**src/rtl/bandai_pkg.sv**
```systemverilog
// Shared constants and types for the cartridge unlock handshake.
// Used by the receiver RTL and by the mapper model in the bench.
package bandai_pkg;

    localparam logic [7:0] ADDR_NAK  = 8'hA5;
    localparam int         FRAME_LEN = 18;

    localparam logic [2:0] ERR_NONE     = 3'd0;
    localparam logic [2:0] ERR_NOLINE   = 3'd1;
    localparam logic [2:0] ERR_NORESP   = 3'd2;
    localparam logic [2:0] ERR_FRAME    = 3'd3;
    localparam logic [2:0] ERR_MISMATCH = 3'd4;

    typedef enum logic [2:0] {
        ST_IDLE,
        ST_PREP,
        ST_UNLOCK,
        ST_HUNT,
        ST_DATA,
        ST_STOP,
        ST_TAIL,
        ST_FIN
    } stateT;

endpackage

```
**src/rtl/cart_unlock_rx_if.sv**
```systemverilog
// Cartridge slot pins touched by the unlock handshake.
// The console is the master: it drives the address bus and listens on SI.
interface cart_unlock_rx_if;

    logic [7:0] ADDR;
    logic       ADDR_OE;
    logic       SI;

    modport master (output ADDR, output ADDR_OE, input SI);
    modport slave  (input ADDR, input ADDR_OE, output SI);

endinterface

```
**src/rtl/cart_unlock_rx.sv**
```systemverilog
// Console-side boot handshake: drives the unlock address, deframes the
// mapper's 18-bit reply and raises CART_OK when the payload matches.
module cart_unlock_rx
    import bandai_pkg::*;
#(
    parameter int          TIMEOUT  = 32,
    parameter logic [15:0] EXP_WORD = 16'h28A0
) (
    input  logic             CLK,
    input  logic             RST,
    input  logic             START,
    cart_unlock_rx_if.master cart,
    output logic             BUSY,
    output logic             DONE,
    output logic             CART_OK,
    output logic             ERR,
    output logic [2:0]       ERR_CODE,
    output logic [15:0]      WORD
);

    localparam logic [5:0] LAST_WAIT = 6'(TIMEOUT - 1);

    stateT       state;
    logic [5:0]  stepCnt;
    logic [15:0] shiftReg;
    logic        lineHigh;
    logic        dataDone;
    logic [2:0]  runCode;

    // One FSM owns every output; stepCnt serves as both the wait timer in
    // PREP/HUNT and the bit index in DATA, and restarts on each state change.
    always_ff @(posedge CLK or posedge RST) begin
        if (RST) begin
            state        <= ST_IDLE;
            stepCnt      <= 6'd0;
            shiftReg     <= 16'h0000;
            lineHigh     <= 1'b0;
            dataDone     <= 1'b0;
            runCode      <= ERR_NONE;
            cart.ADDR    <= 8'h00;
            cart.ADDR_OE <= 1'b0;
            BUSY         <= 1'b0;
            DONE         <= 1'b0;
            CART_OK      <= 1'b0;
            ERR          <= 1'b0;
            ERR_CODE     <= ERR_NONE;
            WORD         <= 16'h0000;
        end else begin
            DONE <= 1'b0;
            case (state)
                ST_IDLE: begin
                    if (START) begin
                        state    <= ST_PREP;
                        stepCnt  <= 6'd0;
                        lineHigh <= 1'b0;
                        dataDone <= 1'b0;
                        runCode  <= ERR_NONE;
                        ERR      <= 1'b0;
                        ERR_CODE <= ERR_NONE;
                        BUSY     <= 1'b1;
                    end
                end
                ST_PREP: begin
                    if (cart.SI && lineHigh) begin
                        state        <= ST_UNLOCK;
                        stepCnt      <= 6'd0;
                        cart.ADDR    <= ADDR_NAK;
                        cart.ADDR_OE <= 1'b1;
                    end else if (stepCnt == LAST_WAIT) begin
                        state   <= ST_FIN;
                        stepCnt <= 6'd0;
                        runCode <= ERR_NOLINE;
                        DONE    <= 1'b1;
                    end else begin
                        stepCnt  <= stepCnt + 6'd1;
                        lineHigh <= cart.SI;
                    end
                end
                ST_UNLOCK: begin
                    state        <= ST_HUNT;
                    stepCnt      <= 6'd0;
                    cart.ADDR    <= 8'h00;
                    cart.ADDR_OE <= 1'b0;
                end
                ST_HUNT: begin
                    if (!cart.SI) begin
                        state   <= ST_DATA;
                        stepCnt <= 6'd0;
                    end else if (stepCnt == LAST_WAIT) begin
                        state   <= ST_FIN;
                        stepCnt <= 6'd0;
                        runCode <= ERR_NORESP;
                        DONE    <= 1'b1;
                    end else begin
                        stepCnt <= stepCnt + 6'd1;
                    end
                end
                ST_DATA: begin
                    shiftReg <= {cart.SI, shiftReg[15:1]};
                    if (stepCnt[3:0] == 4'd15) begin
                        state    <= ST_STOP;
                        stepCnt  <= 6'd0;
                        dataDone <= 1'b1;
                    end else begin
                        stepCnt <= stepCnt + 6'd1;
                    end
                end
                ST_STOP: begin
                    stepCnt <= 6'd0;
                    if (!cart.SI) begin
                        state <= ST_TAIL;
                    end else begin
                        state   <= ST_FIN;
                        runCode <= ERR_FRAME;
                        DONE    <= 1'b1;
                    end
                end
                ST_TAIL: begin
                    state   <= ST_FIN;
                    stepCnt <= 6'd0;
                    DONE    <= 1'b1;
                    if (!cart.SI) begin
                        runCode <= ERR_FRAME;
                    end
                end
                ST_FIN: begin
                    state   <= ST_IDLE;
                    stepCnt <= 6'd0;
                    BUSY    <= 1'b0;
                    if (dataDone) begin
                        WORD <= shiftReg;
                    end
                    if (runCode != ERR_NONE) begin
                        ERR      <= 1'b1;
                        ERR_CODE <= runCode;
                    end else if (shiftReg == EXP_WORD) begin
                        CART_OK <= 1'b1;
                    end else begin
                        ERR      <= 1'b1;
                        ERR_CODE <= ERR_MISMATCH;
                    end
                end
                default: begin
                    state <= ST_IDLE;
                end
            endcase
        end
    end

endmodule

```
**src/flat_wrapper.sv**
```systemverilog
// flat-port wrapper written by rule: the top's interface ports become plain ports
module cart_unlock_rx_flat import bandai_pkg::*;
#(
    parameter int          TIMEOUT  = 32,
    parameter logic [15:0] EXP_WORD = 16'h28A0
)
  (CLK, RST, START, BUSY, DONE, CART_OK, ERR, ERR_CODE, WORD, cart_ADDR, cart_ADDR_OE, cart_SI);
  cart_unlock_rx_if cart_i ();
  input  logic CLK;
  input  logic RST;
  input  logic START;
  output logic BUSY;
  output logic DONE;
  output logic CART_OK;
  output logic ERR;
  output logic [2:0] ERR_CODE;
  output logic [15:0] WORD;
  output wire logic [$bits(cart_i.ADDR)-1:0] cart_ADDR;
  output wire logic [$bits(cart_i.ADDR_OE)-1:0] cart_ADDR_OE;
  input wire logic [$bits(cart_i.SI)-1:0] cart_SI;
  assign cart_ADDR = cart_i.ADDR;
  assign cart_ADDR_OE = cart_i.ADDR_OE;
  assign cart_i.SI = cart_SI;
  cart_unlock_rx #(.TIMEOUT(TIMEOUT), .EXP_WORD(EXP_WORD)) u_core (.CLK(CLK), .RST(RST), .START(START), .cart(cart_i), .BUSY(BUSY), .DONE(DONE), .CART_OK(CART_OK), .ERR(ERR), .ERR_CODE(ERR_CODE), .WORD(WORD));
endmodule
```
**config.mk**
```make
export PLATFORM = sky130hd
export DESIGN_NAME = cart_unlock_rx_flat
export DESIGN_NICKNAME = d
export VERILOG_FILES = /design/src/rtl/bandai_pkg.sv /design/src/rtl/cart_unlock_rx_if.sv /design/src/rtl/cart_unlock_rx.sv /design/src/flat_wrapper.sv
export SDC_FILE = /design/constraint.sdc
export NUM_CORES = 1
export LEC_CHECK = 0
export BUFFER_PORTS_ARGS = -buffer_cell sky130_fd_sc_hd__buf_2
export CAP_MARGIN = 40
export CORE_MARGIN = 5
export CORE_UTILIZATION = 55
export CTS_BUF_LIST = sky130_fd_sc_hd__clkbuf_8 sky130_fd_sc_hd__clkbuf_16
export DETAILED_ROUTE_END_ITERATION = 8
export PLACE_DENSITY = 0.88
export SETUP_SLACK_MARGIN = 0.2
export SYNTH_ARGS = -nofsm -noshare
export SYNTH_HDL_FRONTEND = slang
export SYNTH_SLANG_ARGS = --single-unit
```
**constraint.sdc**
```tcl
create_clock -name CLK -period 2.25 [get_ports CLK]
set_input_delay 0.225 -clock CLK [delete_from_list [all_inputs] [get_ports CLK]]
set_output_delay 0.225 -clock CLK [all_outputs]
set_load 0.05 [all_outputs]
```
### Yosys cells after proc, flatten, opt, wreduce, memory -nomap -nowiden

Index checks and enable logic that the tools add are counted.

| operators by class | value |
|---|---|
| reductions and logical operators | 18 |
| multipliers | 0 |
| add/subtract/negate cells | 1 |
| equality and inequality tests | 21 |
| div/mod/pow operators | 0 |
| magnitude comparators | 0 |
| bitwise gates (word level) | 1 |
| shift-type cells | 0 |
| muxes and demuxes | 44 |

Operators with widths:

| kind | number |
|---|---|
| $mux W3 | 14 |
| $mux W6 | 5 |
| $pmux W6 S5 | 1 |
| $pmux W3 S8 | 1 |
| $eq A16 B14 Y1 const B | 1 |
| $pmux W8 S2 | 1 |
| $pmux W3 S5 | 1 |
| $mux W1 | 13 |
| $eq A3 B3 Y1 const B | 4 |
| $ne A2 B2 Y1 const B | 6 |
| $pmux W1 S2 | 5 |
| $reduce_and A3 Y1 | 3 |
| $mux W8 | 1 |
| $ne A2 B1 Y1 const B | 4 |
| $reduce_and A2 Y1 | 4 |
| $reduce_and A8 Y1 | 1 |
| $reduce_bool A2 Y1 | 4 |
| $add A6 B1 Y6 const B | 1 |
| $eq A3 B2 Y1 const B | 2 |
| $eq A6 B5 Y1 const B | 1 |
| $pmux W3 S2 | 1 |
| $reduce_bool A5 Y1 | 1 |
| $eq A4 B4 Y1 const B | 1 |
| $pmux W1 S4 | 1 |
| other kinds (8) | 8 |

| word-level totals | value |
|---|---|
| register bits | 62 |
| RAM bits | 0 |
| logic and storage cells | 99 |
| output and inout port bits | 32 |
| memories kept | 0 |
| latch bits | 0 |
| input port bits | 4 |
| memory bits (read-only) | 0 |

### Logic depth before layout (Yosys ltp)

Gate-level depths: netlist of the first run.

| depth | value |
|---|---|
| word-level depth | 4 |
| gate-level depth with buffers | 6 |
| depth with buffers taken out | 6 |

### Worst setup path after synthesis of the first run

Ideal clock, no wire load.

| path | value |
|---|---|
| kind | reg2reg |
| start | reg u_core.stepCnt[0] |
| end | reg u_core.runCode[0] |
| data required time | 2.125 ns |
| setup slack | 0.486 ns |
| arrival time | 1.639 ns |
| clock period less this slack | 1.764 ns |
| stages on the path, launching flop included | 7 |
| path through | dfrtp_1 > ha_1 > nand4_1 > or2_1 > buf_2 > o31ai_4 > mux2_4 |

| between the ends | value |
|---|---|
| cells in the longest elaborated chain, start to end | 3 |

RTL lines:

| element | RTL line | text |
|---|---|---|
| from (decl) | cart_unlock_rx.sv:24 | `logic [5:0] stepCnt;` |
| from (signal assigned) | cart_unlock_rx.sv:75 | `stepCnt <= stepCnt + 6'd1;` |
| from (signal assigned) | cart_unlock_rx.sv:95 | `stepCnt <= stepCnt + 6'd1;` |
| from (signal assigned) | cart_unlock_rx.sv:105 | `stepCnt <= stepCnt + 6'd1;` |
| $eq A6 B5 Y1 (*) | cart_unlock_rx.sv:69, cart_unlock_rx.sv:89 |  |
| $ne A2 B1 Y1 (no line) | -- |  |
| $reduce_and A8 Y1 (no line) (*) | -- |  |
| to (signal assigned) | cart_unlock_rx.sv:72 | `runCode <= ERR_NOLINE;` |
| to (signal assigned) | cart_unlock_rx.sv:92 | `runCode <= ERR_NORESP;` |
| to (signal assigned) | cart_unlock_rx.sv:114 | `runCode <= ERR_FRAME;` |
| to (decl) | cart_unlock_rx.sv:28 | `logic [2:0] runCode;` |

Every way passes the cells marked *; elsewhere a longest branch is shown, timed or not.
A chain may end at the register's enable or synchronous reset.

### Final worst setup path of the first run

| path | value |
|---|---|
| start | reg u_core.state[0] |
| end | reg u_core.lineHigh |

| between the ends | value |
|---|---|
| cells in the longest elaborated chain, start to end | 3 |

RTL lines:

| element | RTL line | text |
|---|---|---|
| from (decl) | cart_unlock_rx.sv:23 | `stateT state;` |
| from (signal assigned) | cart_unlock_rx.sv:34 | `state <= ST_IDLE;` |
| from (signal assigned) | cart_unlock_rx.sv:53 | `state <= ST_PREP;` |
| from (signal assigned) | cart_unlock_rx.sv:65 | `state <= ST_UNLOCK;` |
| $eq A3 B1 Y1 or $logic_not A3 Y1 (tied branches) | cart_unlock_rx.sv:50 | `case (state)` |
| $ne A2 B2 Y1 (no line) or $reduce_bool A2 Y1 (tied branches) | -- |  |
| $reduce_and A4 Y1 (no line) | -- |  |
| to (signal assigned) | cart_unlock_rx.sv:76 | `lineHigh <= cart.SI;` |
| to (decl) | cart_unlock_rx.sv:26 | `logic lineHigh;` |

Parallel ways exist; a longest one is shown, timed or not.

==> results of run 1 <==
per-layer routing:
metal  global-route usage [%]  part of all wire (%)  up-vias
li1                         -                     -      819
met1                    22.34                    45      854
met2                    29.62                    50       27
met5                        0                     0        -
met4                    6.294                   1.8        0
met3                    4.005                   3.8        8
cell type report:
cell class / instances / share of cell area [%]
Inverter: 6 / 0.8047
Multi-Input combinational cell: 139 / 38.98
Tap cell: 52 / 2.325
Timing Repair Buffer: 36 / 7.421
Clock inverter: 2 / 0.5811
Clock buffer: 5 / 2.459
Sequential cell: 53 / 47.43
critical path, stage by stage, from the launching register on:
cell and delay [ns]:
dfrtp_1 0.48, buf_4 0.24, or4_4 0.59, o2111ai_1 0.12, o21ai_1 0.10, a22o_1 0.23
registers in the layout, indices dropped and copies added (netlist names):
signal	cells
u_core.dataDone	1
u_core.state	3
u_core.runCode	2
u_core.CART_OK	1
u_core.shiftReg	16
u_core.ERR	1
u_core.stepCnt	6
u_core.lineHigh	1
u_core.WORD	16
u_core.ERR_CODE	3
u_core.cart.ADDR	1
u_core.BUSY	1
u_core.DONE	1
through the flow:
step,util (%),instances
2_1_floorplan,-,218
3_3_place_gp,60.75,285
3_5_place_dp,60.75,285
4_1_cts,62.89,293
5_1_grt,62.98,293
6_report,62.98,293
what timing repair did:
item,4_1_cts,5_1_grt
hold buffers,1,0
hold endpoints to repair,22,0
resized for setup,0,2
setup endpoints to repair,0,7
power groups by stage:
stage | combinational, W | clock, W | sequential, W
after floorplan | 0.00104 | 0 | 0.00147
after global routing | 0.00141 | 0.000582 | 0.00146
after global placement | 0.00127 | 0 | 0.00141
after CTS | 0.00131 | 0.000540 | 0.00141
after detailed placement | 0.00129 | 0 | 0.00143
final | 0.00130 | 0.000528 | 0.00142
cells by family (layout without fill, tap and decap cells):
kind of cell	after synthesis	count (layout)	synth area share, %
other	1	4	0.1465
adder cells (fa/ha/maj)	2	2	0.9774
multiplexers	36	36	16.03
XOR/XNOR	2	2	0.6844
flip-flops	53	53	51.81
buffers and inverters	26	49	6.109
AND/OR/NAND/NOR	51	51	12.32
AO/OA/AOI/OAI	44	44	11.93
layout by cell type (no fill, tap or decap), types with 3 or more instances in the layout:
cell	count
o31ai_1	4
o21ai_1	9
a22o_1	3
o21ai_0	6
dfrtp_1	52
buf_2	31
nand2b_1	3
buf_4	3
nor2b_1	3
mux2_1	32
inv_1	3
nand2_1	11
clkbuf_8	5
nor2_1	6
a21oi_1	6
nor4_1	3
nand3_1	4
conb_1	4
final timing paths:
check	slack, ns	end	cells after the start	from
hold / removal	0.26	u_core.state[2]$_DFFE_PP0P_	2	cart_SI
max in group asynchronous	1.25	u_core.ERR_CODE[0]$_DFFE_PP0P_	4	RST
min in group asynchronous	0.48	u_core.shiftReg[6]$_DFFE_PP0N_	3	RST
setup reg to reg	0.38	u_core.lineHigh$_DFFE_PP0P_	5	u_core.state[0]$_DFFE_PP0P_
setup / recovery	0.38	u_core.lineHigh$_DFFE_PP0P_	5	u_core.state[0]$_DFFE_PP0P_
hold reg to reg	0.48	u_core.ERR$_DFFE_PP0P_	2	u_core.ERR$_DFFE_PP0P_
==> reports/results.ini, run 1 <==
[timing]
setup_viol = 0
final.setup.worst_slack_ns = 0.3769
fmax_ghz = 0.5339
rsz0062_at_grt = false
period_minus_slack_ns = 1.873
fin_crit_sh_pct = 83.25
skew_ns = 0.004689
hold_viol = 0
slew_violations = 0
worst_slew_pin_slew_ns = 0.5589
tns_ns = 0
timing.slew.headroom_pct = 62.43
whs_ns = 0.2562

[synth]
ys_ff_latch = 53
avgSynthCellArea_sq_um = 11.91
synth_async_sr_flop_share_pct = 100.0
synth_top_area_cell = dfrtp_1
synth_edf_count = 0
ys.flop_type = dfrtp_1
synthCells = 215
netlist_area_sq_um = 2560
netlist_top_cells_count = 53 x dfrtp_1, 32 x mux2_1, 11 x nand2_1, 10 x buf_4, 9 x o21ai_1
synth_area_leaders = dfrtp_1 52%, mux2_1 14%, buf_4 2.9%
yosysMostFrequentCell = dfrtp_1
synth.distinct_cells = 58
seq_area_frac_synth_pct = 51.81
synth.top_cell.area_share_pct = 51.81
yosysWarnings = 0

[clock_tree]
cts.path.max_buffers = 2
cts_tree = done
post_cts_buffers = 0
worstSkewPairLatency_ns = 0.31
clk_transition_reported_paths_ns = 0.09
cts_root_buf = clkbuf_8
cts.htree.levels = 2
cts.sinks = 53
cts_buffers = 5

[final_layout]
multiInputGateArea_sq_um = 1091
seq_area_sq_um = 1328
n_fill_cell = 376
area_delta_synth_final_pct = 9.335
antennaDiodeCount = 0
drive_gt1_share_pct = 23.65
finalNetCount = 247
final_cell_area_sq_um = 2799

[power]
p_sw_w = 0.001378
peakVddDrop_mv = 0.4413
clkPwrFrac_pct = 16.3
seq_power_share_pct = 43.7
power_leakage_nw = 1.378
intPower_w = 0.001866
powerDensity_nw_per_um2 = 1159
power_frac_comb_pct = 40.1
swShare_pct = 42.48
p_total_w = 0.003244

[placed_design]
place_ws_ns = 0.3469
gp_congestion = 0.8649
dp_hpwl_mm = 3.330
place_area_sq_um = 2700
io_buffers = 31

[outcome]
status = completed

[detailed_routing]
vias = 1708
drt_wl_total_mm = 4.852
drt_iter0_markers = 126
final_antenna_net_count = 0
dr.pass1.iters = 4
drc = 0
avgViaCountPerCell = 5.829
routedWlPerCell_um = 16.56

[global_routing]
grt_first_pass_wirelength_mm = 8.590
grt_max_degree = 32
overflow = 0
grt_util_all_layers_pct = 17.59
antenna_found_initial = 0
grt_pass1_vias = 1769

[critical_path]
crit_required_ns = 2.45
critical_path_class = flop to flop
cp-start-kind = flop
arrival_ns = 2.08
cp_max_fo = 18
crit_path_end_kind = flop

[die]
fp.dieW_um = 78.23
die-area_sq_um = 6119
core-area_sq_um = 4444
start_util_pct = 57.60
io-pin-count = 36
num_rows = 24
die_h_um = 78.23

[run]
cap_violations = 0

[min_path]
hold_class = primary input to flop

Note: power is estimated with default switching activity, not from simulation.
==> run 2, diff against run 1 <==
==> constraint.sdc (replaced) <==
create_clock -name CLK -period 1.8 [get_ports CLK]
set_input_delay 0.18 -clock CLK [delete_from_list [all_inputs] [get_ports CLK]]
set_output_delay 0.18 -clock CLK [all_outputs]
set_load 0.05 [all_outputs]
==> run 2 against run 1 <==
Fmax up 9.7%. Cell count increased by 11%. Routed wire length is 29% higher. Sequential power rose by 20%. Critical path type unchanged. Cell area grew 13%. Sequential cell count did not move. Global-route usage rose by 2.1 points. Sequential share of layout area down 5.5 points. Hold slack improved by 0.0024 ns. Critical endpoint is now u_core.runCode[0]$_DFFE_PP0P_. Critical path depth is 1 lower. Clock-buffer cell count did not move.
==> reports/results.ini, run 2 (same netlist as run 1, synthesis figures left out) <==
[outcome]
status = completed

[final_layout]
antennaDiodeCount = 0
area_delta_synth_final_pct = 24.05
finalNetCount = 277
reg_top3 = u_core.WORD x16, u_core.shiftReg x16, u_core.stepCnt x6
fin_util_pct = 71.45
final_cell_mix = 50 x dfrtp_1, 31 x mux2_1, 31 x buf_2
drive_gt1_share_pct = 37.87
final_common_cell = dfrtp_1
final_cell_area_sq_um = 3176

[power]
powerDensity_nw_per_um2 = 1491
power_leakage_nw = 1.571
peakVddDrop_mv = 0.7231
p_total_w = 0.004734

[critical_path]
path_delay_family = simple AND/OR/NAND/NOR gates
crit_required_ns = 2.00
cp_max_fo = 3
crit_path_max_incr_delay_ns = 0.58
critical_path_class = flop to flop
crit_path_end_kind = flop
cp_slowest_cell = or4b_4
cp-start-kind = flop
crit_chain = or4b_4 -> o311a_4 -> o31ai_4 -> mux2_4
arrival_ns = 1.91
crit_buf_inv = 0

[placed_design]
gp_congestion = 0.8970
io_buffers = 31
dp_hpwl_mm = 3.747
place_area_sq_um = 2790

[timing]
worst_slew_pin_slew_ns = 0.6361
timing.slew.headroom_pct = 57.53
period_minus_slack_ns = 1.708
skew_ns = 0.007024
rsz0062_at_grt = true
hold_viol = 0
fin_crit_sh_pct = 94.89
tns_ns = 0
slew_violations = 0
fmax_ghz = 0.5855
setup_viol = 0
whs_ns = 0.2586

[die]
num_rows = 24
fp.dieW_um = 78.23
io-pin-count = 36
core-area_sq_um = 4444
die-area_sq_um = 6119
start_util_pct = 57.60
die_h_um = 78.23

[global_routing]
grt_util_all_layers_pct = 19.65
grt_first_pass_wirelength_mm = 9.756
overflow = 0
grt_pass1_vias = 2031
antenna_found_initial = 0
grt_max_degree = 32

[min_path]
hold_class = primary input to flop

[clock_tree]
cts.htree.levels = 2
cts.sinks = 53
cts_root_buf = clkbuf_8
clk_transition_reported_paths_ns = 0.10
cts.path.max_buffers = 2
worstSkewPairLatency_ns = 0.31
cts_tree = done
cts_buffers = 5

[detailed_routing]
avgViaCountPerCell = 6.127
dr.pass1.iters = 4
routedWlPerCell_um = 19.31
drt_iter0_markers = 187
final_antenna_net_count = 0
drt_wl_total_mm = 6.255
vias = 1985
drc = 0

[run]
cap_violations = 0

[run 2: changes by cell type in the layout (fill, tap and decap cells not counted), sizes merged]
cell / previous run / this run
clkinvlp: 1 / 2
buf: 35 / 64
nand2: 13 / 14
clkinv: 2 / 1
inv: 5 / 6
[run 2: routing by layer]
layer | up-vias | GRT usage [%] | wire [um]
met2 | 69 | 33.90 | 3199
li1 | 886 | - | -
met3 | 23 | 4.577 | 322
met1 | 1007 | 23.74 | 2564
met5 | - | 0 | 0
met4 | 0 | 8.042 | 169
[run 2: layout make-up]
class	instances	area, sq um
timing repair buffer	65	456.7
multi-input combinational	140	1214
sequential	53	1330
inverter	6	22.52
clock buffer	5	68.82
clock inverter	3	18.77
tap	52	65.06
fill	279	1269
[run 2: path summary, 6_finish.rpt]
path | start | endpoint | slack [ns] | depth (start not counted)
setup / recovery | u_core.state[1]$_DFFE_PP0P_ | u_core.runCode[0]$_DFFE_PP0P_ | 0.09 | 4
hold / removal | cart_SI | u_core.state[2]$_DFFE_PP0P_ | 0.26 | 2
setup reg to reg | u_core.state[1]$_DFFE_PP0P_ | u_core.runCode[0]$_DFFE_PP0P_ | 0.09 | 4
hold reg to reg | u_core.CART_OK$_DFFE_PP0P_ | u_core.CART_OK$_DFFE_PP0P_ | 0.49 | 1
max in group asynchronous | RST | u_core.state[1]$_DFFE_PP0P_ | 0.69 | 4
min in group asynchronous | RST | u_core.WORD[6]$_DFFE_PP0P_ | 0.50 | 3
[run 2: where the power goes]
part	switching, W	total [W]	internal [W]
Combinational	0.00135	0.00237	0.00101
Sequential	0.000261	0.00171	0.00145
Clock	0.000391	0.000661	0.000269
Total	0.00200	0.00473	0.00273
[run 2: worst register-to-register path, cell delays in order (launching register included)]
cell	delay, ns
dfrtp_2	0.45
or4b_4	0.58
o311a_4	0.16
o31ai_4	0.08
mux2_4	0.33
[run 2: through the flow]
step / setup slack [ns] / std cells
after detailed placement: 0.05323 / 295
after global placement: 0.1082 / 295
final: 0.09205 / 324
after global routing: 0.06865 / 324
after floorplan: 0.05010 / 218
after CTS: 0.1139 / 317
[run 2: what timing repair did]
| item | in CTS | in global routing |
|---|---|---|
| hold endpoints to repair | 29 | 0 |
| resized for setup | 13 | 16 |
| hold buffers | 1 | 0 |
| buffers inserted | 13 | 6 |
| pin swaps | 8 | 6 |
| endpoints found under the setup margin | 44 | 46 |
| gates cloned | 0 | 1 |
==> run 3, diff against run 2 <==
==> constraint.sdc (replaced) <==
create_clock -name CLK -period 2 [get_ports CLK]
set_input_delay 0.2 -clock CLK [delete_from_list [all_inputs] [get_ports CLK]]
set_output_delay 0.2 -clock CLK [all_outputs]
set_load 0.05 [all_outputs]
==> run 3 against run 2 <==
Cell area fell by 8.4%. Non-clock buffer count fell by 18. Register-to-register slack improved by 0.15 ns. Sequential share of layout area rose by 3.8 points. Routed wire length fell by 25%. Hold slack got worse by 0.0051 ns. Critical path depth did not move. Utilization fell by 6.0 points. Worst setup slack improved by 0.15 ns. Largest power group is now registers.
==> reports/results.ini, run 3 (same netlist as run 1, synthesis figures left out) <==
[detailed_routing]
drt_iter0_markers = 143
routedWlPerCell_um = 15.49
vias = 1798
avgViaCountPerCell = 5.914
final_antenna_net_count = 0
dr.pass1.iters = 4
drt_wl_total_mm = 4.708
drc = 0

[timing]
skew_ns = 0.006073
setup_viol = 0
fin_crit_sh_pct = 87.72
slew_violations = 0
whs_ns = 0.2535
tns_ns = 0
worst_slew_pin_slew_ns = 0.5409
rsz0062_at_grt = true
fmax_ghz = 0.5700
period_minus_slack_ns = 1.754
hold_viol = 0
final.setup.worst_slack_ns = 0.2455
timing.slew.headroom_pct = 63.89

[die]
start_util_pct = 57.60
io-pin-count = 36
core-area_sq_um = 4444
num_rows = 24
die_h_um = 78.23
die-area_sq_um = 6119
fp.dieW_um = 78.23

[final_layout]
antennaDiodeCount = 0
final_cell_mix = 51 x dfrtp_1, 32 x mux2_1, 31 x buf_2
finalNetCount = 258
n_fill_cell = 325
reg_top3 = u_core.WORD x16, u_core.shiftReg x16, u_core.stepCnt x6
final_common_cell = dfrtp_1
drive_gt1_share_pct = 27.78
area_delta_synth_final_pct = 13.59

[outcome]
status = completed

[min_path]
hold_class = primary input to flop
hp-start = cart_SI

[placed_design]
dp_hpwl_mm = 3.324
io_buffers = 31
gp_congestion = 0.8903
place_ws_ns = 0.1220

[critical_path]
crit_path_end_kind = flop
cp-start-kind = flop
startpoint = u_core.state[1]$_DFFE_PP0P_
cp_max_fo = 14
critical_path_class = flop to flop
crit_required_ns = 2.19
arrival_ns = 1.95
r2r-start = u_core.state[1]$_DFFE_PP0P_

[run]
cap_violations = 0

[global_routing]
grt_first_pass_wirelength_mm = 7.921
overflow = 0
grt_pass1_vias = 1679
grt_max_degree = 30
grt_util_all_layers_pct = 15.83
antenna_found_initial = 0

[clock_tree]
cts.path.max_buffers = 2
cts_root_buf = clkbuf_8
cts_buffers = 5
cts.sinks = 53
cts_tree = done
clk_transition_reported_paths_ns = 0.09
cts.htree.levels = 2
worstSkewPairLatency_ns = 0.30

[power]
power_leakage_nw = 1.442
peakVddDrop_mv = 0.5332
powerDensity_nw_per_um2 = 1327

[run 3: cell count changes in the layout (fill, tap and decap cells not counted), sizes merged]
cell | before | now
clkinvlp | 2 | 0
nand2 | 14 | 13
buf | 64 | 46
bufinv | 0 | 1
[run 3: final cells by class]
cell class	count	area [sq um]	share of cell area, %
multi-input combinational	139	1094	37.61
sequential	53	1329	45.70
tap	52	65.06	2.238
clock buffer	5	68.82	2.367
clock inverter	2	38.79	1.334
inverter	6	22.52	0.7745
timing repair buffer	47	290.3	9.983
[run 3: critical path, cell delays in order (launching register included)]
cell     delay (ns)
dfrtp_2        0.52
or4b_4         0.56
o311a_1        0.15
o31ai_4        0.09
mux2_4         0.32
[run 3: through the flow]
step                      total power [W]  cells  utilization [%]  area [sq um]
after floorplan                  0.002827    218                -          2571
after global placement           0.003089    291            61.77          2745
after detailed placement         0.003135    291            61.77          2745
after CTS                        0.003844    300            64.67          2874
after global routing             0.004080    304            65.43          2908
final                            0.003858    304            65.43          2908
[run 3: power breakdown]
part | switching [W] | leakage [nW] | internal [W] | total, W
Clock | 0.000341 | 0.0546 | 0.000371 | 0.000712
Sequential | 0.000285 | 0.700 | 0.00130 | 0.00159
Combinational | 0.000927 | 0.687 | 0.000634 | 0.00156
[run 3: path summary, 6_finish.rpt]
path | to | slack (ns) | depth (start not counted)
max | u_core.runCode[0]$_DFFE_PP0P_ | 0.25 | 4
min | u_core.state[2]$_DFFE_PP0P_ | 0.25 | 2
max reg2reg | u_core.runCode[0]$_DFFE_PP0P_ | 0.25 | 4
min reg2reg | u_core.CART_OK$_DFFE_PP0P_ | 0.48 | 1
max in group asynchronous | u_core.ERR_CODE[0]$_DFFE_PP0P_ | 0.99 | 4
min in group asynchronous | u_core.WORD[6]$_DFFE_PP0P_ | 0.48 | 3
[run 3: per-layer routing]
layer / vias to the layer above / share of wire, % / GRT usage [%]
li1: 843 / - / -
met1: 888 / 46 / 21.32
met2: 57 / 48 / 25.51
met3: 10 / 4.7 / 3.661
met4: 0 / 1.6 / 5.070
met5: - / 0 / 0
[run 3: repair_timing]
| item | CTS | global route |
|---|---|---|
| setup buffers | 1 | 4 |
| setup endpoints to repair | 2 | 16 |
| pin swaps | 1 | 3 |
| resized for setup | 2 | 2 |
| hold endpoints to repair | 24 | 0 |
| hold buffers | 1 | 0 |
